--- config.mk ---
export PLATFORM = sky130hd
export DESIGN_NAME = if_fetch_stage
export DESIGN_NICKNAME = d
export VERILOG_FILES = /design/src/rtl/if_fetch_stage.sv
export SDC_FILE = /design/constraint.sdc
export NUM_CORES = 1
export LEC_CHECK = 0
export CAP_MARGIN = 20
export CORE_ASPECT_RATIO = 0.9
export CORE_MARGIN = 1
export CORE_UTILIZATION = 48
export CTS_CLUSTER_DIAMETER = 120
export DETAILED_ROUTE_END_ITERATION = 16
export GPL_ROUTABILITY_DRIVEN = 0
export PLACE_DENSITY = 0.86
export SKIP_LAST_GASP = 1
export SLEW_MARGIN = 20
export SYNTH_ARGS = -nofsm -noshare
export SYNTH_HDL_FRONTEND = slang
export SYNTH_SLANG_ARGS = --single-unit
--- constraint.sdc ---
create_clock -name clk -period 3.6 [get_ports clk]
set_input_delay 0.72 -clock clk [delete_from_list [all_inputs] [get_ports clk]]
set_output_delay 0.72 -clock clk [all_outputs]
set_load 0.02 [all_outputs]
--- src/rtl/if_fetch_stage.sv ---
// if_fetch_stage: RV32I instruction-fetch stage.
// Holds the PC, issues one word-aligned request per cycle over a req/ready
// handshake and captures the returned word into the IF/ID register.
// A redirect from ID flushes the slot at the cost of one bubble.
// Optional feature macro: IF_FETCH_PERF_CNT_EN adds fetch/flush counters.
//
// state | meaning
// BOOT  | just out of reset, no request issued, registers at reset values
// RUN   | normal fetch operation
module if_fetch_stage #(
  parameter logic [31:0] RESET_PC = 32'h0000_0000
) (
  input  logic        clk,
  input  logic        rst_n,
  output logic        imem_req,
  output logic [31:0] imem_addr,
  input  logic        imem_ready,
  input  logic [31:0] imem_rdata,
  input  logic        redirect_valid,
  input  logic [31:0] redirect_pc,
  input  logic        id_stall,
  output logic        id_valid,
  output logic [31:0] id_pc,
  output logic [31:0] id_instr
`ifdef IF_FETCH_PERF_CNT_EN
  ,
  output logic [31:0] perf_fetch_cnt,
  output logic [31:0] perf_flush_cnt
`endif
);

  localparam logic ST_BOOT = 1'b0;
  localparam logic ST_RUN  = 1'b1;
  localparam logic [31:0] NOP = 32'h0000_0013;

  logic        r_state;
  logic [31:0] r_pc;
  logic        r_id_valid;
  logic [31:0] r_id_pc;
  logic [31:0] r_id_instr;

  logic w_run;
  logic w_slot_free;
  logic w_req;
  logic w_fire;
  logic w_unused_pc_lsbs;

  assign w_run       = (r_state == ST_RUN);
  assign w_slot_free = !r_id_valid || !id_stall;
  assign w_req       = w_run && !redirect_valid && w_slot_free;
  assign w_fire      = w_req && imem_ready;

  // Redirect targets are forced word-aligned, so the low bits are dropped.
  assign w_unused_pc_lsbs = ^redirect_pc[1:0];

  assign imem_req  = w_req;
  assign imem_addr = r_pc;
  assign id_valid  = r_id_valid;
  assign id_pc     = r_id_pc;
  assign id_instr  = r_id_instr;

  // BOOT lasts exactly one edge after reset release, then RUN forever.
  always_ff @(posedge clk or negedge rst_n) begin
    if (!rst_n) begin
      r_state <= ST_BOOT;
    end else begin
      r_state <= ST_RUN;
    end
  end

  // PC and IF/ID slot update: redirect > fire > drain > hold.
  always_ff @(posedge clk or negedge rst_n) begin
    if (!rst_n) begin
      r_pc       <= RESET_PC;
      r_id_valid <= 1'b0;
      r_id_pc    <= 32'h0;
      r_id_instr <= NOP;
    end else if (!w_run) begin
      r_pc       <= RESET_PC;
      r_id_valid <= 1'b0;
      r_id_pc    <= 32'h0;
      r_id_instr <= NOP;
    end else if (redirect_valid) begin
      // id_pc/id_instr are left as-is; they are don't-care while the slot is empty.
      r_pc       <= {redirect_pc[31:2], 2'b00};
      r_id_valid <= 1'b0;
    end else if (w_fire) begin
      r_pc       <= r_pc + 32'd4;
      r_id_valid <= 1'b1;
      r_id_pc    <= r_pc;
      r_id_instr <= imem_rdata;
    end else if (w_slot_free) begin
      r_id_valid <= 1'b0;
    end
  end

`ifdef IF_FETCH_PERF_CNT_EN
  logic [31:0] r_fetch_cnt;
  logic [31:0] r_flush_cnt;

  assign perf_fetch_cnt = r_fetch_cnt;
  assign perf_flush_cnt = r_flush_cnt;

  // Count accepted fetches and redirects that squashed a pending request.
  always_ff @(posedge clk or negedge rst_n) begin
    if (!rst_n) begin
      r_fetch_cnt <= 32'h0;
      r_flush_cnt <= 32'h0;
    end else begin
      if (w_fire) begin
        r_fetch_cnt <= r_fetch_cnt + 32'd1;
      end
      if (redirect_valid && w_run && w_slot_free) begin
        r_flush_cnt <= r_flush_cnt + 32'd1;
      end
    end
  end
`endif

endmodule

### Yosys cells after proc, flatten, opt, wreduce, memory -nomap -nowiden

Cells that the tools add are included.

* register bits after elaboration: 98
* latch bits: 0
* bits in writable memories: 0
* bits in read-only memories: 0
* input port bits: 69
* word-level logic and storage cells: 31
* memories kept: 0

* add/sub/neg operators: 1
* $mul: 0
* div/mod/pow operators: 0
* order comparisons: 0
* eq/ne operators: 4
* shift-type cells: 0
* multiplexer cells: 13
* bitwise operators: 0
* reduce and logical (&&, ||, !) cells: 8

Operator list (count)
* $mux W32: 9
* $add A32 B3 Y32 const B: 1
* $mux W1: 4
* $ne A4 B2 Y1 const B: 1
* $logic_and A1 B1 Y1: 3
* $logic_not A1 Y1: 3
* $ne A3 B2 Y1 const B: 1
* $ne A2 B1 Y1 const B: 1
* $ne A2 B2 Y1 const B: 1
* $reduce_and A2 Y1: 1
* $logic_or A1 B1 Y1: 1

### Logic depth before layout (Yosys ltp)

Gate-level depths: netlist of the first run.

* depth after elaboration: 7
* mapped depth: 7
* gate-level depth less buffers: 6

### Worst setup path before layout of the first run

No wires, ideal clock.

* kind: input to output
* start point: in redirect_valid
* end point: out imem_req
* data arrival time: 1.274 ns
* slack: 1.606 ns
* stages on the path: 2
* path buffers: 0
* cell sequence: nand2b_1 > a21oi_1

* cells in the longest elaborated chain, start to end: 3

Ends and longest elaborated chain
* start, declared: RTL line 19 `input logic redirect_valid,`
* $logic_not A1 Y1: RTL line 50 `assign w_req = w_run && !redirect_valid && w_slot_free;`
* $logic_and A1 B1 Y1 (2 in series): RTL line 50
* end, declared: RTL line 15 `output logic imem_req,`

No other way between the ends.

### Worst setup path in the final report of the first run

Ends and elaborated chain as after synthesis.

==> flow_summary.json, run 1 <==
{
  "status": "completed",
  "p_per_area_nw_per_um2": 354,
  "synthSimpleGateAreaFrac_pct": 25.8,
  "initial_core_util_pct": 50.6,
  "seqCellArea_sq_um": 2360,
  "cts_buffers": 9,
  "critPathBufInv": 2,
  "ys.warnings.count": 0,
  "fin_skew_ps": 9.98,
  "avgSynthCellArea_sq_um": 9.01,
  "h-tree-depth": 3,
  "yosys-top-cells-count": "nand2_1, dfrtp_1, nand3_1",
  "synth_top_family_by_area": "simple AND/OR/NAND/NOR gates",
  "rows": 32,
  "critPathKind": "primary input to output port",
  "drt-initial-drc-count": 327,
  "worstMarginPinSlew_ps": 813,
  "postLayoutCellArea_sq_um": 6350,
  "fin_crit_ps": 2950,
  "drc_errors": 0,
  "yosys.area_share.xor_xnor_pct": 5.30,
  "area_growth_syn_to_layout_pct": 42.5,
  "routed_via_density": 5.36,
  "synth_top_area_share_pct": 51.1,
  "postRouteAntennaNets": 0,
  "hold_viol": 0,
  "wl_per_cell_um": 16.2,
  "grt_max_degree": 94,
  "cts_resized": 0,
  "tritoncts": "yes",
  "die_area_sq_um": 9680,
  "synth_area_sq_um": 4460,
  "path_cells": "clkdlybuf4s50_1 > nand2b_1 > a21oi_1 > clkdlybuf4s50_1",
  "crit_slowest_cell": "clkdlybuf4s50_1",
  "required_ps": 2880,
  "dpl_cell_area_sq_um": 6170,
  "synth_area_leader_cell": "dfrtp_1",
  "multiInputGateArea_sq_um": 1950,
  "root_buffer": "clkbuf_8",
  "n_fill_cell": 654,
  "path_common_cell": "clkdlybuf4s50_1",
  "setup_violations": 0,
  "slew_headroom_pct": 45.8,
  "worstPathArrival_ps": 2230,
  "grt_first_pass_wirelength_um": 20100,
  "timing.max_cap.violations": 0,
  "fmax_mhz": 339,
  "ctsHoldBuffers": 0,
  "die_y_um": 93.4,
  "rsz0062_at_grt": "false",
  "finalSetupTns_ps": 0,
  "drive_gt1_share_pct": 6.17,
  "gr-usage-all-layers_pct": 26.3,
  "synthCells": 495,
  "insertion_delay_ps": 360,
  "synth-seq-area-share_pct": 52.8,
  "path_delay_family": "buffers and inverters",
  "synth_area_leaders": "dfrtp_1, nand2_1, nand3_1, xor2_1, o21ai_0",
  "synth_cell_types": 39,
  "hold_class": "primary input to asynchronous set/reset pin",
  "synth_ff_type": "dfrtp_1",
  "coreArea_sq_um": 8810,
  "totalWireLength_um": 12400,
  "yosysMostFrequentCell": "nand2_1",
  "synth_seq_cells": 94,
  "vias": 4108,
  "muxShareOfSynthArea_pct": 0.224,
  "max_stage_delay_ps": 620,
  "grt_pass1_vias": 4010,
  "post-cts-setup-buffers": 0,
  "die_x_um": 104,
  "clock-sinks": 94,
  "path_max_fanout": 5,
  "cts_buffer_depth": 2,
  "hpwl_um": 8810,
  "fin_nets": 714,
  "clk_pin_slew_ps": 90,
  "antenna_cells": 0,
  "post-route-period-util_pct": 82.0,
  "start_kind": "primary input",
  "num_io_pins": 167,
  "critPathCaptureType": "output port",
  "synth_fa_ha_area_share_pct": 0.281,
  "final_max_slew_viol_count": 0,
  "synth-compound-area-share_pct": 11.4,
  "gr-total-overflow": 0,
  "async_reset_ff_share_pct": 100,
  "rrSetupSlack_ps": 1330,
  "ir_drop_v": 0.000198,
  "synth_edf_count": 0,
  "portBuffers": 160,
  "p_leak_uw": 0.00277,
  "dr.pass1.iters": 5,
  "antenna_found_initial": 0
}
-- cells in the final DEF (no fill, tap or decap), types with 2 or more instances in the layout --
cell / n
a21boi_0: 19
a21oi_1: 21
a22o_1: 3
a31oi_1: 4
and2_1: 7
and3_1: 2
buf_4: 11
clkbuf_8: 9
clkdlybuf4s50_1: 159
clkinvlp_4: 2
conb_1: 5
dfrtp_1: 90
dfstp_2: 3
inv_1: 5
nand2_1: 142
nand3_1: 51
nand4_1: 13
nand4_4: 2
nor2_1: 8
nor3_1: 5
nor4_1: 3
nor4_4: 2
o21ai_0: 33
xnor2_1: 8
xor2_1: 19
-- power by group --
group	switching, uW	leakage (uW)	internal, uW
Combinational	206	0.00143	198
Clock	364	0.0000888	319
Sequential	59.3	0.00126	1100
Total	630	0.00277	1620
-- area by class of cell --
cell class                      count  share of cell area [%]
Clock inverter                      5                   0.926
Timing Repair Buffer              171                    26.7
Multi-Input combinational cell    363                    30.6
Clock buffer                       10                    2.01
Inverter                            5                   0.295
Sequential cell                    94                    37.1
Tap cell                          119                    2.34
-- metal layers --
metal	global-route usage [%]	share of wire (%)	routed length [um]	vias to the layer above
li1	-	-	-	1972
met3	5.16	6.1	758	20
met5	0	0	0	-
met2	44.0	49	6030	173
met4	9.06	2.1	265	0
met1	34.5	43	5360	1943
-- worst paths after layout --
| check | start | endpoint | cells after the start |
|---|---|---|---|
| max | redirect_valid | imem_req | 4 |
| min | rst_n | imem_addr[13]$_DFFE_PN0P_ | 1 |
| max reg2reg | r_state$_DFF_PN0_ | id_instr[25]$_DFFE_PN0P_ | 6 |
| min reg2reg | id_instr[0]$_DFFE_PN1P_ | id_instr[0]$_DFFE_PN1P_ | 2 |
| max in group asynchronous | rst_n | id_instr[1]$_DFFE_PN1P_ | 2 |
| min in group clk | id_instr[0]$_DFFE_PN1P_ | id_instr[0]$_DFFE_PN1P_ | 2 |
-- cell families (layout without fill, tap and decap cells) --
kind of cell / Yosys count / count (layout)
DFF: 94 / 94
adders and majority gates: 1 / 1
xor gates and xnor gates: 27 / 27
and+or+nand+nor: 244 / 244
other: 2 / 5
buffers and inverters: 41 / 191
AOI/OAI and AO/OA: 85 / 85
muxes: 1 / 1
-- state kept, by name (all words and copies together) (netlist names) --
register   cells
id_valid       1
id_instr      32
imem_addr     30
id_pc         30
r_state        1
-- per-stage QoR --
stage / hold slack [ps] / instances / total power (uW) / worst slack [ps] / util (%)
floorplan: 424 / 498 / 1350 / 1610 / -
global placement: 469 / 752 / 1580 / 641 / 70.0
detailed placement: 473 / 752 / 1590 / 640 / 70.0
CTS: 380 / 767 / 2260 / 636 / 72.1
global route: 394 / 767 / 2340 / 577 / 72.1
finish: 357 / 767 / 2250 / 646 / 72.1
Note: power is estimated with default switching activity, not from simulation.
==> run 2, diff against run 1 <==
--- a/config.mk
+++ b/config.mk
@@ -8,11 +8,11 @@
 export CAP_MARGIN = 20
 export CORE_ASPECT_RATIO = 0.9
 export CORE_MARGIN = 1
-export CORE_UTILIZATION = 48
+export CORE_UTILIZATION = 45
 export CTS_CLUSTER_DIAMETER = 120
 export DETAILED_ROUTE_END_ITERATION = 16
 export GPL_ROUTABILITY_DRIVEN = 0
-export PLACE_DENSITY = 0.86
+export PLACE_DENSITY = 0.81
 export SKIP_LAST_GASP = 1
 export SLEW_MARGIN = 20
 export SYNTH_ARGS = -nofsm -noshare
==> constraint.sdc (replaced) <==
create_clock -name clk -period 2.73 [get_ports clk]
set_input_delay 0.546 -clock clk [delete_from_list [all_inputs] [get_ports clk]]
set_output_delay 0.546 -clock clk [all_outputs]
set_load 0.02 [all_outputs]
==> flow_summary.json, run 2 (same netlist as run 1, synthesis figures left out) <==
{
  "antenna_cells": 0,
  "r2r_start": "imem_addr[5]$_DFFE_PN0P_",
  "rows": 34,
  "routed_via_density": 5.32,
  "drc_errors": 0,
  "required_ps": 2180,
  "die_area_sq_um": 10300,
  "hold_class": "primary input to asynchronous set/reset pin",
  "clk_pin_slew_ps": 90,
  "initial_core_util_pct": 46.2,
  "timing.max_cap.violations": 0,
  "rrSetupSlack_ps": 720,
  "gr-usage-all-layers_pct": 24.1,
  "path_cells": "clkdlybuf4s50_1 > nand2b_1 > a21oi_1 > clkdlybuf4s50_1",
  "max_stage_delay_ps": 640,
  "fin_util_pct": 65.9,
  "antenna_found_initial": 0,
  "vias": 4129,
  "setup_violations": 0,
  "coreArea_sq_um": 9660,
  "ctsHoldBuffers": 0,
  "totalWireLength_um": 12200,
  "grt_pass1_vias": 3825,
  "crit_slowest_cell": "clkdlybuf4s50_1",
  "place_worst_setup_slack_ps": 261,
  "cts_buffers": 9,
  "root_buffer": "clkbuf_8",
  "dr.pass1.iters": 5,
  "post-cts-setup-buffers": 0,
  "fin_crit_ps": 2450,
  "fin_nets": 715,
  "grt_first_pass_wirelength_um": 19300,
  "holdWs_ps": 168,
  "die_y_um": 96.4,
  "fmax_mhz": 408,
  "wl_per_cell_um": 15.7,
  "r2r_end": "imem_addr[19]$_DFFE_PN0P_",
  "layout_commonest_cell": "clkdlybuf4s50_1",
  "cts_buffer_depth": 2,
  "fin_ws_ps": 280,
  "portBuffers": 160,
  "die_x_um": 107,
  "p_total_uw": 2890,
  "rsz0062_at_grt": "false",
  "drt-initial-drc-count": 256,
  "slew_headroom_pct": 41.2,
  "critPathCaptureType": "output port",
  "post-route-period-util_pct": 89.7,
  "start_kind": "primary input",
  "hpwl_um": 8800,
  "p_leak_uw": 0.00277,
  "worstMarginPinSlew_ps": 881,
  "fin_skew_ps": 15.6,
  "p_per_area_nw_per_um2": 454,
  "n_fill_cell": 795,
  "mostFrequentLayoutCells": "clkdlybuf4s50_1, nand2_1, dfrtp_1",
  "reg2reg_depth": 5,
  "cts_resized": 0,
  "insertion_delay_ps": 360,
  "worstPathArrival_ps": 1900,
  "clock-sinks": 94,
  "path_common_cell": "clkdlybuf4s50_1",
  "ir_drop_v": 0.000297,
  "largest_reg_flops": 32,
  "path_max_fanout": 2,
  "finalSetupTns_ps": 0,
  "h-tree-depth": 3,
  "drive_gt1_share_pct": 6.31,
  "seqCellArea_sq_um": 2360,
  "final_max_slew_viol_count": 0,
  "multiInputGateArea_sq_um": 1950,
  "gr-total-overflow": 0,
  "postRouteAntennaNets": 0,
  "area_growth_syn_to_layout_pct": 42.6,
  "status": "completed",
  "critPathKind": "primary input to output port",
  "hold_viol": 0,
  "path_delay_family": "buffers and inverters",
  "grt_max_degree": 54,
  "critPathBufInv": 2,
  "num_io_pins": 167,
  "tritoncts": "yes"
}
-- run 2: cell types whose count changed in the layout (fill, tap and decap cells not counted) --
cell	change
buf_12	+1
clkinv_2	+1
bufinv_16	-1
clkbuf_1	+1
-- run 2: per-stage QoR --
step / instance area [sq um] / instances
2_1_floorplan: 4470 / 498
3_3_place_gp: 6190 / 760
3_5_place_dp: 6190 / 760
4_1_cts: 6360 / 776
5_1_grt: 6360 / 776
6_report: 6360 / 776
-- run 2: cell type report --
type	count	area share (%)
clock buffer	11	2.07
clock inverter	5	0.531
inverter	5	0.295
multi-input combinational	363	30.6
sequential	94	37.1
tap	126	2.48
timing repair buffer	172	27.0
-- run 2: worst max path at each step --
stage                             start                   endpoint  slack (ps)  cells past startpoint
5_1_grt                  redirect_valid                   imem_req         220                      4
4_1_cts                  redirect_valid                   imem_req         280                      4
6_report                 redirect_valid                   imem_req         280                      4
2_1_floorplan  imem_addr[5]$_DFFE_PN0P_  imem_addr[26]$_DFFE_PN0P_         910                      6
3_5_place_dp                 imem_ready  imem_addr[26]$_DFFE_PN0P_         260                      6
3_3_place_gp             redirect_valid                   imem_req         300                      4
-- run 2: where the power goes --
part	switching, uW	leakage [uW]	total (uW)	internal, uW
Sequential	80.2	0.00126	1540	1460
Clock	486	0.0000797	819	332
Combinational	270	0.00144	533	263
-- run 2: layer usage --
layer | vias to the layer above | share of wire, % | GRT usage, % | wire [um]
met5 | - | 0 | 0 | 0
met4 | 0 | 1.6 | 8.68 | 193
met3 | 18 | 6.3 | 4.02 | 768
met2 | 162 | 48 | 38.8 | 5800
met1 | 1984 | 45 | 33.2 | 5430
li1 | 1965 | - | - | -
